File: src/rtl/psram_pkg.sv
// Shared definitions for the serial PSRAM interface: receive FSM states,
// command opcodes and the number of bit slots preceding read data.
package psram_pkg;

    typedef enum logic [1:0] {
        RESYNC = 2'd0,
        IDLE   = 2'd1,
        SKIP   = 2'd2,
        SHIFT  = 2'd3
    } rx_state_e;

    localparam logic [7:0] OP_READ      = 8'h03;
    localparam logic [7:0] OP_FAST_READ = 8'h0B;
    localparam logic [7:0] OP_READ_ID   = 8'h9F;
    localparam logic [7:0] OP_WRITE     = 8'h02;
    localparam logic [7:0] OP_RESET_EN  = 8'h66;
    localparam logic [7:0] OP_RESET     = 8'h99;

    // Command + address (+ dummy) slots before the first data bit on SO.
    localparam int SKIP_READ      = 32;
    localparam int SKIP_FAST_READ = 40;
    localparam int SKIP_READ_ID   = 32;

endpackage

File: src/rtl/psram_rx_capture.sv
// PSRAM receive deserializer: drops the leading command/address slots of each
// chip-enable frame, packs SO MSB-first into bytes, hands them out via valid/ready.
module psram_rx_capture
    import psram_pkg::*;
#(
    parameter int CNT_W  = 16,
    parameter int SKIP_W = 6
) (
    input  logic              sys_clk,
    input  logic              sys_reset,
    input  logic              psram_ce_n,
    input  logic              psram_so,
    input  logic [SKIP_W-1:0] skip_bits,
    output logic [7:0]        rx_data,
    output logic              rx_valid,
    input  logic              rx_ready,
    output logic              frame_done,
    output logic [CNT_W-1:0]  frame_bytes,
    output logic              frame_err,
    output logic              overrun,
    input  logic              ovr_clr,
    output logic              busy
);

    rx_state_e         state_q, state_d;
    logic [SKIP_W-1:0] skip_q, skip_d;
    logic [SKIP_W-1:0] skip_cnt_q, skip_cnt_d;
    logic [2:0]        bit_cnt_q, bit_cnt_d;
    logic [6:0]        shreg_q, shreg_d;
    logic [7:0]        byte_q, byte_d;
    logic              byte_vld_q, byte_vld_d;
    logic [CNT_W-1:0]  cnt_q, cnt_d;
    logic [CNT_W-1:0]  frame_bytes_q, frame_bytes_d;
    logic              frame_done_q, frame_done_d;
    logic              frame_err_q, frame_err_d;
    logic [7:0]        rx_data_q, rx_data_d;
    logic              rx_valid_q, rx_valid_d;
    logic              overrun_q, overrun_d;

    always_comb begin
        state_d       = state_q;
        skip_d        = skip_q;
        skip_cnt_d    = skip_cnt_q;
        bit_cnt_d     = bit_cnt_q;
        shreg_d       = shreg_q;
        byte_d        = byte_q;
        byte_vld_d    = 1'b0;
        cnt_d         = cnt_q;
        frame_bytes_d = frame_bytes_q;
        frame_done_d  = 1'b0;
        frame_err_d   = 1'b0;
        rx_data_d     = rx_data_q;
        rx_valid_d    = rx_valid_q;
        overrun_d     = overrun_q;

        case (state_q)
            RESYNC: begin
                if (psram_ce_n) begin
                    state_d = IDLE;
                end
            end
            IDLE: begin
                if (!psram_ce_n) begin
                    skip_d     = skip_bits;
                    skip_cnt_d = SKIP_W'(1);
                    bit_cnt_d  = 3'd0;
                    cnt_d      = '0;
                    if (skip_bits == '0) begin
                        // No slots to skip: this strobe already carries data bit 7.
                        shreg_d   = {shreg_q[5:0], psram_so};
                        bit_cnt_d = 3'd1;
                        state_d   = SHIFT;
                    end else if (skip_bits == SKIP_W'(1)) begin
                        state_d = SHIFT;
                    end else begin
                        state_d = SKIP;
                    end
                end
            end
            SKIP: begin
                if (psram_ce_n) begin
                    state_d       = IDLE;
                    frame_done_d  = 1'b1;
                    frame_bytes_d = cnt_q;
                end else begin
                    skip_cnt_d = skip_cnt_q + SKIP_W'(1);
                    if (skip_cnt_q + SKIP_W'(1) == skip_q) begin
                        bit_cnt_d = 3'd0;
                        state_d   = SHIFT;
                    end
                end
            end
            SHIFT: begin
                if (psram_ce_n) begin
                    state_d       = IDLE;
                    frame_done_d  = 1'b1;
                    frame_err_d   = (bit_cnt_q != 3'd0);
                    frame_bytes_d = cnt_q;
                end else begin
                    shreg_d   = {shreg_q[5:0], psram_so};
                    bit_cnt_d = bit_cnt_q + 3'd1;
                    if (bit_cnt_q == 3'd7) begin
                        byte_d     = {shreg_q, psram_so};
                        byte_vld_d = 1'b1;
                        if (cnt_q != '1) begin
                            cnt_d = cnt_q + CNT_W'(1);
                        end
                    end
                end
            end
            default: state_d = RESYNC;
        endcase

        // Holding register; a drop sets overrun even if ovr_clr is high.
        if (ovr_clr) begin
            overrun_d = 1'b0;
        end
        if (byte_vld_q) begin
            if (!rx_valid_q || rx_ready) begin
                rx_data_d  = byte_q;
                rx_valid_d = 1'b1;
            end else begin
                overrun_d = 1'b1;
            end
        end else if (rx_valid_q && rx_ready) begin
            rx_valid_d = 1'b0;
        end
    end

    always_ff @(posedge sys_clk) begin
        if (sys_reset) begin
            state_q       <= RESYNC;
            skip_q        <= '0;
            skip_cnt_q    <= '0;
            bit_cnt_q     <= 3'd0;
            shreg_q       <= 7'd0;
            byte_q        <= 8'd0;
            byte_vld_q    <= 1'b0;
            cnt_q         <= '0;
            frame_bytes_q <= '0;
            frame_done_q  <= 1'b0;
            frame_err_q   <= 1'b0;
            rx_data_q     <= 8'd0;
            rx_valid_q    <= 1'b0;
            overrun_q     <= 1'b0;
        end else begin
            state_q       <= state_d;
            skip_q        <= skip_d;
            skip_cnt_q    <= skip_cnt_d;
            bit_cnt_q     <= bit_cnt_d;
            shreg_q       <= shreg_d;
            byte_q        <= byte_d;
            byte_vld_q    <= byte_vld_d;
            cnt_q         <= cnt_d;
            frame_bytes_q <= frame_bytes_d;
            frame_done_q  <= frame_done_d;
            frame_err_q   <= frame_err_d;
            rx_data_q     <= rx_data_d;
            rx_valid_q    <= rx_valid_d;
            overrun_q     <= overrun_d;
        end
    end

    assign rx_data     = rx_data_q;
    assign rx_valid    = rx_valid_q;
    assign frame_done  = frame_done_q;
    assign frame_bytes = frame_bytes_q;
    assign frame_err   = frame_err_q;
    assign overrun     = overrun_q;
    assign busy        = (state_q == SKIP) || (state_q == SHIFT);

endmodule

File: config.mk
export PLATFORM = sky130hd
export DESIGN_NAME = psram_rx_capture
export DESIGN_NICKNAME = d
export VERILOG_FILES = /design/src/rtl/psram_pkg.sv /design/src/rtl/psram_rx_capture.sv
export SDC_FILE = /design/constraint.sdc
export NUM_CORES = 1
export LEC_CHECK = 0
export CAP_MARGIN = 20
export CORE_MARGIN = 1
export CORE_UTILIZATION = 45
export DETAILED_ROUTE_END_ITERATION = 6
export PLACE_DENSITY_LB_ADDON = 0.25
export SLEW_MARGIN = 20
export SYNTH_ARGS = -nofsm -noshare
export SYNTH_HDL_FRONTEND = slang
export SYNTH_SLANG_ARGS = --single-unit
File: constraint.sdc
create_clock -name sys_clk -period 6.07 [get_ports sys_clk]
set_input_delay 1.821 -clock sys_clk [delete_from_list [all_inputs] [get_ports sys_clk]]
set_output_delay 1.821 -clock sys_clk [all_outputs]
set_load 0.01 [all_outputs]
[After elaboration in Yosys (flattened, before gate mapping)]
Cells that the tools add are included.
Word-level totals
  bits in registers: 77
  latch bits: 0
  memory bits (writable): 0
  ROM bits: 0
  word-level logic and storage cells: 96
  memories: 0
Operators by class
  add/sub/neg operators: 3
  multiply operators: 0
  divide/modulo/power cells: 0
  $lt $le $gt $ge: 0
  equal/unequal tests: 17
  shifts and indexed selects: 0
  multiplexer cells: 33
  bitwise gates (word level): 3
  reductions and logical operators: 26
Operator list (count)
  $mux W16: 4
  $pmux W16 S2: 1
  $mux W7: 3
  $add A16 B1 Y16 const B: 1
  $ne A16 B16 Y1 const B: 1
  $ne A2 B2 Y1 const B: 7
  $pmux W7 S2: 1
  $mux W3: 4
  $mux W6: 2
  $pmux W6 S2: 1
  $mux W1: 11
  $reduce_and A5 Y1: 2
  $pmux W3 S3: 1
  $reduce_and A3 Y1: 3
  $mux W2: 4
  $reduce_and A2 Y1: 4
  $add A6 B1 Y6 const B: 1
  $eq A6 B1 Y1 const B: 1
  $eq A6 B6 Y1: 1
  $logic_not A6 Y1: 1
  $pmux W2 S3: 1
  $reduce_bool A2 Y1: 3
  $reduce_bool A3 Y1: 2
  $reduce_or A2 Y1: 3
  other kinds (13): 19

[Depth between registers and ports, before layout]
Gate-level depths: netlist of run 1.
  word-level depth: 5
  gate-level depth with buffers: 10
  mapped depth without buffers: 8

[Least setup slack after synthesis of run 1]
Ideal clock, no wire load.
  path kind: input -> register
  start point: in skip_bits[2]
  end point: reg shreg_q[0]
  data arrival time: 3.135 ns
  data required time: 5.942 ns
  path slack: 2.807 ns
  cell stages on the path: 6
  buffers on the path: 0
  cell sequence: or4_1 nor3_1 mux2i_1 nor2_4 mux2i_1 nor2_1
Between the ends
  longest elaborated chain between the ends: 3
Ends and longest elaborated chain
  from (decl): line psram_rx_capture.sv:13  | input logic [SKIP_W-1:0] skip_bits,
  $logic_not A6 Y1: line psram_rx_capture.sv:68  | if (skip_bits == '0) begin
  $ne A2 B2 Y1 (no source line)
  $reduce_and A4 Y1 (no source line)
  to (signal assigned): line psram_rx_capture.sv:151  | shreg_q <= shreg_d;
  to (decl): line psram_rx_capture.sv:29  | logic [6:0] shreg_q, shreg_d;
Every way passes these cells.
A chain may end at the register's enable or synchronous reset.

[Final worst setup path of run 1]
  start point: reg state_q[0]
  end point: out busy
Between the ends
  longest elaborated chain between the ends: 2
  elaborated cells on any way between the ends: 3
  those cells by class: eq/ne: 2; reduce/logical: 1
Ends and longest elaborated chain
  from (decl): line psram_rx_capture.sv:25  | rx_state_e state_q, state_d;
  from (signal assigned): line psram_rx_capture.sv:147  | state_q <= state_d;
  $eq A2 B2 Y1: line psram_rx_capture.sv:170  | assign busy = (state_q == SKIP) || (state_q == SHIFT);
  $logic_or A1 B1 Y1 (*): line psram_rx_capture.sv:170
  to (decl): line psram_rx_capture.sv:22  | output logic busy
Mark *: on every way between the ends. The rest lies on a longest branch, timed or not.

==> results of run 1 <==
==> synth_stat cells, types with 2 or more instances <==
cell	number	area [µm²]
ha_1	9	113
o21ai_0	7	35.0
o31ai_1	2	15.0
nor3b_1	3	22.5
dfxtp_1	77	1540
xor2_1	9	78.8
a211oi_1	2	15.0
a22oi_1	2	15.0
mux2i_1	32	320
o211ai_1	2	15.0
a21o_1	3	22.5
and3_1	5	31.3
or3_1	6	37.5
nand3_1	8	40.0
nor2_1	59	221
nor3_1	7	35.0
xnor2_1	9	78.8
a2bb2oi_1	2	17.5
clkbuf_1	13	48.8
nand2_1	43	161
nor2b_1	7	43.8
a21oi_1	30	150
nand3b_1	2	15.0
nand2b_1	4	25.0
inv_1	7	26.3
buf_2	4	20.0
nor4_1	2	12.5
buf_1	2	7.51
nand4_1	3	18.8
==> flip-flops by register name, indices dropped and copies added (netlist names) <==
register / flops
byte_vld_q: 1
rx_valid: 1
cnt_q: 16
state_q: 2
frame_done: 1
shreg_q: 7
skip_q: 6
frame_err: 1
bit_cnt_q: 3
byte_q: 8
skip_cnt_q: 6
rx_data: 8
frame_bytes: 16
overrun: 1
==> power breakdown <==
group	internal (mW)	switching, mW
registers	0.521	0.0161
clock network	0.246	0.191
logic	0.0861	0.138
==> cells by family after synthesis <==
logic type,after synthesis
adder cells (fa/ha/maj),9
XOR/XNOR,19
multiplexers,32
buffers and inverters,28
AND/OR/NAND/NOR,158
flip-flops,77
AO/OA/AOI/OAI,56
==> layer usage <==
layer | up-vias | GRT usage [%] | part of all wire, %
li1 | 1355 | - | -
met5 | - | 0 | 0
met1 | 1210 | 21.4 | 48
met4 | 0 | 8.06 | 1.8
met3 | 9 | 2.89 | 2.9
met2 | 35 | 29.4 | 48
==> cell type report <==
cell class	count	area share (%)
Multi-Input combinational cell	274	42.3
Tap cell	99	3.07
Inverter	8	0.745
Clock inverter	6	2.30
Sequential cell	77	38.2
Timing Repair Buffer	41	9.99
Clock buffer	10	3.41
==> worst max-delay path, stage by stage (launching register included) <==
cell	delay, ns
dfxtp_1	0.34
inv_1	0.10
ha_1	0.37
inv_2	0.14
nand2_1	0.19
clkdlybuf4s50_1	0.56
==> stage by stage <==
stage	util (%)	setup WS [ns]	hold slack, ns	instance area, µm²	cells
finish	55.6	2.22	0.453	4030	515
global route	55.6	2.11	0.473	4030	515
CTS	55.6	2.21	0.458	4030	515
detailed placement	52.4	2.00	0.447	3800	499
global placement	52.4	2.05	0.442	3800	499
floorplan	-	2.81	0.432	3360	379
==> path summary, 6_finish.rpt <==
check	start	endpoint	slack, ns	cells past startpoint
setup / recovery	state_q[0]	busy	2.22	5
hold / removal	frame_bytes[14]	frame_bytes[14]	0.45	2
setup reg to reg	state_q[0]	bit_cnt_q[2]	3.95	7
hold reg to reg	frame_bytes[14]	frame_bytes[14]	0.45	2
==> summary.txt, run 1 <==
Filler cells: 684
FFs w/ async S/R, synth: 0%
Top FF cell, synth: dfxtp_1
DRT iter0 DRCs: 47
RSZ-0062 raised after global routing: no
Clk root buf: clkbuf_8
Die width: 88.5 µm
Number of enable flip-flop cells after synthesis: 0
Number of diodes: 0
Rel. slew slack: 49.2%
Num CTS Buffers: 9
Outcome: complete, no violations
Syn Area/Cell: 8.87 µm²
Yosys reg bits: 77
Clock transition at path regs: 0.08 ns
DP HPWL: 4.42 mm
Gr usage total: 17.3%
Multi-input gate area: 1700 µm²
IO Count: 41
Final Hold Violating Endpoints: 0
Worst Skew: 0.0108 ns
DR vias: 2609
Mux share of post-synthesis cell area: 9.52%
Global-route wire length before repair: 10.5 mm
Netlist cell types: 47
Min-delay worst type: flop to flop
Total Neg Setup Slack: 0 ns
Antenna violations before repair: 0
Most common cell after layout, fill and taps aside: dfxtp_1
Layout Nets: 432
Final Power: 1.20 mW
Largest net degree at the start of global routing: 41
Htree depth: 3
Post-CTS Setup Inserts: 0
Sequential area share after synthesis: 45.8%
Mapped cell area: 3360 µm²
Critical path class: flop to output pin
Area of the core: 7250 µm²
Via/cell ratio: 5.07
DRC Markers: 0
XOR/XNOR Fraction of Synth Area: 5.17%
CP arrival: 2.03 ns
Post-CTS sizing: 0
Final WL: 6.26 mm
Leakage: 1.55 nW
Min Tclk post-route: 3.85 ns
Peak supply drop: 0.000186 V
DRT Pass-1 Iters: 4
Endpoint type of the worst setup path: output pin
Clk buf depth: 2
Adder-Cell Fraction of Synth Area: 3.35%
TritonCTS clock tree: done
Overflow after GRT: 0
Critical Path Source Type: flop
Most frequent cells in the layout: dfxtp_1, nor2_1, nand2_1, clkdlybuf4s50_1, mux2i_1
Die Ht: 88.5 µm
Mapped Cells: 379
Yosys warning count: 0
Syn_nets: 400
WP data required: 4.25 ns
Register area: 1540 µm²
Worst skew pair latency: 0.34 ns
Clk sinks: 77
PortBufs: 40
Final setup fails: 0
Vias in the first global route: 2346
Max-cap viol count: 0
Synth Area in Compound Gates: 10.3%
Routed WL per cell: 12.2 µm
Synthesis-to-layout area growth: 19.9%
PwrDens: 297 nW/µm²
Period utilization: 63.5%
Max Transition Viols Final: 0
Post-Synth Simple-Gate Area: 22.3%
Gpl congestion: 0.818
Slew @ Worst Pin: 0.761 ns
Routed Antenna Nets: 0
Die ar.: 7820 µm²
Fraction of layout cells with a size suffix above 1: 6.73%
# hold bufs at CTS: 0
Critical Path Fanout Max: 9
Max Freq: 0.259 GHz
Largest family of logic cells by synthesized area: simple AND/OR/NAND/NOR gates
Row cnt: 31
Starting density of the core: 46.4%
Power figures use the tool's default switching activity.
==> run 2, diff against run 1 <==
==> constraint.sdc (replaced) <==
create_clock -name sys_clk -period 3.4 [get_ports sys_clk]
set_input_delay 1.02 -clock sys_clk [delete_from_list [all_inputs] [get_ports sys_clk]]
set_output_delay 1.02 -clock sys_clk [all_outputs]
set_load 0.01 [all_outputs]
==> summary.txt, run 2 (synthesis results as in run 1) <==
Antenna violations before repair: 0
Die Ht: 88.5 µm
Routed Antenna Nets: 0
Hold_ws: 0.454 ns
PwrDens: 507 nW/µm²
Final setup fails: 0
DR vias: 2609
DRC Markers: 0
DP Cell Count: 503
R2R Setup Slk: 1.28 ns
Via/cell ratio: 5.03
Routed WL per cell: 11.8 µm
Critical path class: flop to output pin
DRT Pass-1 Iters: 5
DP HPWL: 4.25 mm
Post-CTS sizing: 0
Hold Path End: frame_bytes[6]
Die ar.: 7820 µm²
PortBufs: 40
Pre-CTS WS: 0.343 ns
Endpoint type of the worst setup path: output pin
Worst skew pair latency: 0.34 ns
RSZ-0062 raised after global routing: no
TritonCTS clock tree: done
Leakage: 1.55 nW
Critical Path Source Type: flop
Gr usage total: 16.8%
Worst Hold Launch: frame_bytes[6]
Fraction of layout cells with a size suffix above 1: 7.14%
Filler cells: 695
Worst Skew: 0.0128 ns
Final Power: 2.04 mW
Max Transition Viols Final: 0
Area of the core: 7250 µm²
Period utilization: 90.4%
Clk buf depth: 2
Most common cell after layout, fill and taps aside: dfxtp_1
Largest net degree at the start of global routing: 39
Synthesis-to-layout area growth: 19.6%
Critical Path Fanout Max: 9
Clk root buf: clkbuf_8
# hold bufs at CTS: 0
Num CTS Buffers: 9
WP data required: 2.38 ns
Die width: 88.5 µm
Peak supply drop: 0.000281 V
DRT iter0 DRCs: 83
Vias in the first global route: 2315
Hold path depth: 2
Global-route wire length before repair: 10.2 mm
Outcome: complete, no violations
CP arrival: 2.05 ns
Min Tclk post-route: 3.07 ns
Total Neg Setup Slack: 0 ns
Clk sinks: 77
IO Count: 41
Final setup margin: 0.328 ns
R2R depth: 7
Gpl congestion: 0.794
Clock transition at path regs: 0.08 ns
Min-delay worst type: flop to flop
Max Freq: 0.326 GHz
Most frequent cells in the layout: dfxtp_1, nor2_1, nand2_1, clkdlybuf4s50_1, mux2i_1
Htree depth: 3
Layout Cells excl Fill: 519
Row cnt: 31
Overflow after GRT: 0
Rel. slew slack: 54.8%
End of the worst register-to-register path: bit_cnt_q[2]
Post-CTS Setup Inserts: 0
Layout Nets: 436
Slew @ Worst Pin: 0.673 ns
Number of diodes: 0
Worst r2r src: state_q[0]
Max-cap viol count: 0
Starting density of the core: 46.4%
Final WL: 6.12 mm
Final Hold Violating Endpoints: 0
run 2: changes by cell type in the layout (fill, tap and decap cells not counted):
| cell | previous run | this run |
|---|---|---|
| clkinv_2 | 0 | 1 |
| buf_4 | 1 | 5 |
| inv_6 | 2 | 1 |
| clkbuf_1 | 0 | 2 |
| clkbuf_8 | 10 | 9 |
| bufinv_16 | 2 | 1 |
run 2: area by class of cell:
cell class	instances	area, µm²	share of cell area, %
Clock inverter	5	58.8	1.46
Timing Repair Buffer	45	433	10.8
Multi-Input combinational cell	274	1700	42.4
Clock buffer	11	131	3.27
Sequential cell	77	1540	38.3
Inverter	8	30.0	0.747
Tap cell	99	124	3.08
run 2: routing by layer:
layer / vias to the layer above / global-route usage (%) / routed length [µm]
met2: 39 / 26.5 / 2810
met3: 10 / 3.82 / 163
met5: - / 0 / 0
met1: 1203 / 21.5 / 3030
li1: 1357 / - / -
met4: 0 / 8.94 / 121
run 2: how the worst max path moves through the flow:
stage / start / to / slack [ns] / cells past startpoint
after floorplan: skip_bits[2] / shreg_q[0] / 0.94 / 6
after global placement: skip_bits[2] / shreg_q[1] / 0.40 / 7
after detailed placement: skip_bits[2] / shreg_q[2] / 0.34 / 7
after CTS: state_q[0] / busy / 0.29 / 5
after global routing: state_q[0] / busy / 0.20 / 5
final: state_q[0] / busy / 0.33 / 5
run 2: through the flow:
step	area [µm²]	util [%]
after global placement	3830	52.8
final	4020	55.5
after CTS	4020	55.5
after floorplan	3360	-
after global routing	4020	55.5
after detailed placement	3830	52.8
run 2: where the power goes:
group	switching (mW)	internal, mW	total [mW]
sequential	0.0265	0.930	0.956
combinational	0.247	0.162	0.409
clock	0.334	0.341	0.675
total	0.608	1.43	2.04
run 2: worst max-delay path: stages, from the launching register on:
cell             delay, ns
dfxtp_1               0.33
inv_1                 0.10
ha_1                  0.41
inv_2                 0.14
nand2_1               0.18
clkdlybuf4s50_1       0.56
==> RTL edit 1 (flow settings as in run 1) <==
The 4 states of `rx_state_e` get a Gray code encoding in 2 bits.
--- a/src/rtl/psram_pkg.sv
+++ b/src/rtl/psram_pkg.sv
@@ -5,6 +5,6 @@
     typedef enum logic [1:0] {
-        RESYNC = 2'd0,
-        IDLE   = 2'd1,
-        SKIP   = 2'd2,
-        SHIFT  = 2'd3
+        RESYNC = 2'b00,
+        IDLE   = 2'b01,
+        SKIP   = 2'b11,
+        SHIFT  = 2'b10
     } rx_state_e;
Formal check against the unedited RTL: same outputs for any inputs over 10 cycles, from zero or initial values and one cycle with sys_reset high; not proved beyond that.
==> RTL edit 1 against run 1 <==
Routed wire length is 5.0% higher; synthesized cell count unchanged; synthesized area fell by 2.4%; non-clock buffer count decreased by 1; sequential cell count unchanged; setup slack improved by 0.14 ns; via count rose by 1.5%; first-iteration DRC count grew to 3.0 times the old value; global-route usage is 2.0 points higher; cell area decreased by 2.5%; critical path type unchanged; largest cell class unchanged; highest routed layer unchanged.
Power is not compared: it rests on default switching activity, and its combinational part moved more than twofold at a synthesized area within 25%.
==> RTL edit 1: results (changes against run 1) <==
[run_status]
run_status = complete, no violations

[synthesis]
synth_xor_xnor_area_share_pct = 5.07  ; -0.10 points
synth-compound-area-share_pct = 12.4  ; +2.1 points
yosys-top-cells-count = 77 x dfxtp_1, 69 x nand2_1, 42 x a21oi_1, 40 x nor2_1, 18 x mux2i_1
postSynthCellCount = 379  ; unchanged
syn_nets = 396  ; -1.0%
muxShareOfSynthArea_pct = 5.49  ; -4.0 points
yosysSeqAreaShare_pct = 47.0  ; +1.1 points
yosys.area.top_type_share_pct = 47.0  ; +1.1 points
yosys-top-cells-area = dfxtp_1 47%, nand2_1 7.9%, a21oi_1 6.4%
synth_cell_type_count = 50  ; +6.4%

[setup_path]
crit_slowest_cell = dfxtp_1
crit_start = state_q[1]
crit_path_max_fanout = 24  ; +15
timing.rr.end = cnt_q[12]
r2r-start = state_q[1]
max_stage_delay_ns = 0.86  ; +0.30 ns
r2r_cells = 5  ; -2

[placed_design]
dp_cells = 493  ; -1.2%
gp_congestion = 0.800  ; -2.1%
place_area_sq_um = 3690  ; -2.9%
hpwlAfterDp_microns = 4380  ; -0.95%

[sta]
whs_ns = 0.458  ; +0.00494 ns
clock_skew_ns = 0.00758  ; -0.00326 ns
slew_headroom_pct = 33.6  ; -16 points

[drt]
drt-wirelength-per-cell_microns = 12.9  ; +6.5%
met3WireLength_microns = 202  ; +12%
routed_wl_microns = 6580  ; +5.0%
wl_met2_microns = 3130  ; +5.2%
drtIter0Drc = 142  ; +200%
wl_met1_microns = 3140  ; +4.9%
vias = 2648  ; +1.5%

[power]
power_frac_seq_pct = 50.7

[die]
die_w_microns = 87.4  ; -1.2%

[global_routing]
grt_first_pass_wirelength_microns = 11300  ; +7.7%
grt_util_met2_pct = 31.0  ; +1.7 points
use_met1_pct = 24.4  ; +3.0 points
grt_start_max_net_pins = 59  ; +44%
grtUsageMet3_pct = 5.50  ; +2.6 points
track_usage_pct = 19.3  ; +2.0 points
first_global_vias = 2465  ; +5.1%

[hold_path]
hp-start = frame_bytes[0]
holdPathEnd = frame_bytes[0]

[final_layout]
seq_share_pct = 39.2  ; +1.0 points
nets = 425  ; -1.6%
n_all_buffers = 40  ; -2.4%
seq_cells = 77  ; unchanged
clk_share_pct = 5.99  ; +0.28 points
clockBufferCount = 9  ; -1
multi_input_area_sq_um = 1620  ; -5.2%

-- RTL edit 1: changes by cell type in the layout (fill, tap and decap cells not counted), moves of 4 or more --
cell | run 1 | this run
nor3_1 | 7 | 14
nand2_1 | 43 | 69
or3_1 | 6 | 1
ha_1 | 9 | 5
xor2_1 | 9 | 3
nor2b_1 | 7 | 3
a21oi_1 | 30 | 42
xnor2_1 | 9 | 16
mux2i_1 | 32 | 18
nor2_1 | 59 | 40
-- RTL edit 1: cell families (layout without fill, tap and decap cells) --
kind of cell / count (synthesis) / in the layout
buffers and inverters: 28 / 61
DFF: 77 / 77
muxes: 18 / 18
AOI/OAI and AO/OA: 70 / 70
xor gates and xnor gates: 19 / 19
and+or+nand+nor: 162 / 162
adders and majority gates: 5 / 5
-- RTL edit 1: through the flow --
stage          setup slack (ns)  util, %
6_report                   2.36     56.9
4_1_cts                    2.23     56.8
3_5_place_dp               1.83     53.4
3_3_place_gp               1.89     53.4
5_1_grt                    2.27     56.9
2_1_floorplan              3.06        -
==> RTL edit 2 (config.mk and constraints of run 1) <==
Without the edit above. Set the parameter `SKIP_W` to 8 (it was 6).
--- a/src/rtl/psram_rx_capture.sv
+++ b/src/rtl/psram_rx_capture.sv
@@ -6,3 +6,3 @@
     parameter int CNT_W  = 16,
-    parameter int SKIP_W = 6
+    parameter int SKIP_W = 8
 ) (
Interface: changed (resized skip_bits); port bits go from 41 to 43. No check against the original RTL was run, so the function may have changed too.
==> RTL edit 2 against run 1 <==
Clock skew rose by 0.00078 ns; register-to-register slack got worse by 0.64 ns; via count rose by 27%; critical path type unchanged; synthesized area rose by 14%; sequential cell count rose by 4; largest cell class unchanged; clock power fell by 4%; global-route usage rose by 2.1 points; routed wire length rose by 31%; setup slack got worse by 0.21 ns; power rose by 6.5%; core utilization fell by 0.85 points; cell area rose by 12%.
==> RTL edit 2: results (changes against run 1) <==
[synthesis]
yosysSeqAreaShare_pct = 42.4  ; -3.5 points
syn_area_per_cell_sq_um = 8.16  ; -8.1%
yosys-top-cells-area = dfxtp_1 42%, nand2_1 8.1%, a21oi_1 5.8%
yosys-top-cells-count = 83 x nand2_1, 81 x dfxtp_1, 44 x a21oi_1, 44 x nor2_1
synth_cell_type_count = 51  ; +8.5%
syn_nets = 492  ; +23%
ys_warn_count = 0  ; unchanged

[placed_design]
gp_congestion = 0.877  ; +7.2%
hpwlAfterDp_microns = 5730  ; +30%
place_area_sq_um = 4290  ; +13%
dp_cells = 593  ; +19%
port_buffers = 42  ; +5.0%
dp_slack_ns = 1.81  ; -0.192 ns

[setup_path]
timing.rr.end = cnt_q[15]
rrSetupSlack_ns = 3.31  ; -0.64 ns
crit_path_max_fanout = 18  ; +9
r2r_cells = 6  ; -1
crit_start = state_q[1]
crit_arrival_ns = 2.24  ; +0.21 ns

[final_layout]
area_growth_pct = 17.6
layout.cells.non_filler = 609  ; +18%
drive_above_1_share_pct = 4.56  ; -2.2 points
nets = 522  ; +21%

[drt]
drtIter0Drc = 148  ; +210%
vias = 3324  ; +27%
drt-pass1-iter-count = 4  ; unchanged
drt-wirelength-per-cell_microns = 13.4  ; +11%

[clocking]
cts_max_path_buffers = 2  ; unchanged
clk_latency_ns = 0.36  ; +0.02 ns
cts_made_buffers = 9  ; unchanged
post_cts_resized = 0  ; unchanged

[global_routing]
grt_start_max_net_pins = 74  ; +80%
antenna_found_initial = 0  ; unchanged
track_usage_pct = 19.4  ; +2.1 points
grt_first_pass_wirelength_microns = 13600  ; +29%
first_global_vias = 2997  ; +28%

[sta]
worst_slew_pin_slew_ns = 0.732  ; -0.0290 ns
clock_skew_ns = 0.0116  ; +0.000784 ns
fmax_ghz = 0.246  ; -5.1%

[hold_path]
hp-class = register to register

[power]
leakage_uw = 0.00162  ; +4.5%
peakVddDrop_mv = 0.206  ; +11%

[run_status]
run_status = complete, no violations

RTL edit 2: changes by cell type in the layout (fill, tap and decap cells not counted), sizes merged, moves of 4 or more:
cell / change
o21ai: +6
dfxtp: +4
nand2b: +5
nor4: +6
a21oi: +15
inv: +7
nor2: -16
mux2i: -11
nor2b: +6
nand2: +39
RTL edit 2: cell families after synthesis:
kind of cell	count (synthesis)	synth area share, %
adders and majority gates	9	2.94
DFF	81	42.4
and+or+nand+nor	213	26.7
AOI/OAI and AO/OA	91	14.9
buffers and inverters	38	3.92
xor gates and xnor gates	16	3.66
muxes	21	5.49
RTL edit 2: final cells by class:
type | count | area [sq um]
Fill cell | 759 | 3720
Multi-Input combinational cell | 350 | 2050
Sequential cell | 81 | 1620
Timing Repair Buffer | 45 | 438
Tap cell | 105 | 131
Clock buffer | 9 | 124
Clock inverter | 7 | 83.8
Inverter | 12 | 45.0
RTL edit 2: worst min-delay path by stage:
stage	slack, ns	from	end
6_report	0.46	frame_bytes[6]	frame_bytes[6]
5_1_grt	0.46	shreg_q[6]	byte_q[7]
3_3_place_gp	0.44	shreg_q[6]	byte_q[7]
4_1_cts	0.46	shreg_q[6]	byte_q[7]
3_5_place_dp	0.45	byte_q[6]	byte_q[6]
2_1_floorplan	0.43	shreg_q[6]	byte_q[7]
RTL edit 2: report_power, final:
part           switching [uW]  internal [uW]
logic                     180            104
registers                22.7            551
clock network             219            199
total                     423            853
RTL edit 2: per-layer routing:
layer	share of wire [%]	GRT usage, %
met1	49	25.0
met2	45	31.1
met3	4.1	3.24
met4	2.0	9.87
met5	0	0
RTL edit 2: critical path, stage by stage, from the launching register on:
cell             delay (ns)
dfxtp_1                0.43
ha_1                   0.64
nor2_1                 0.15
inv_1                  0.13
clkdlybuf4s50_1        0.54
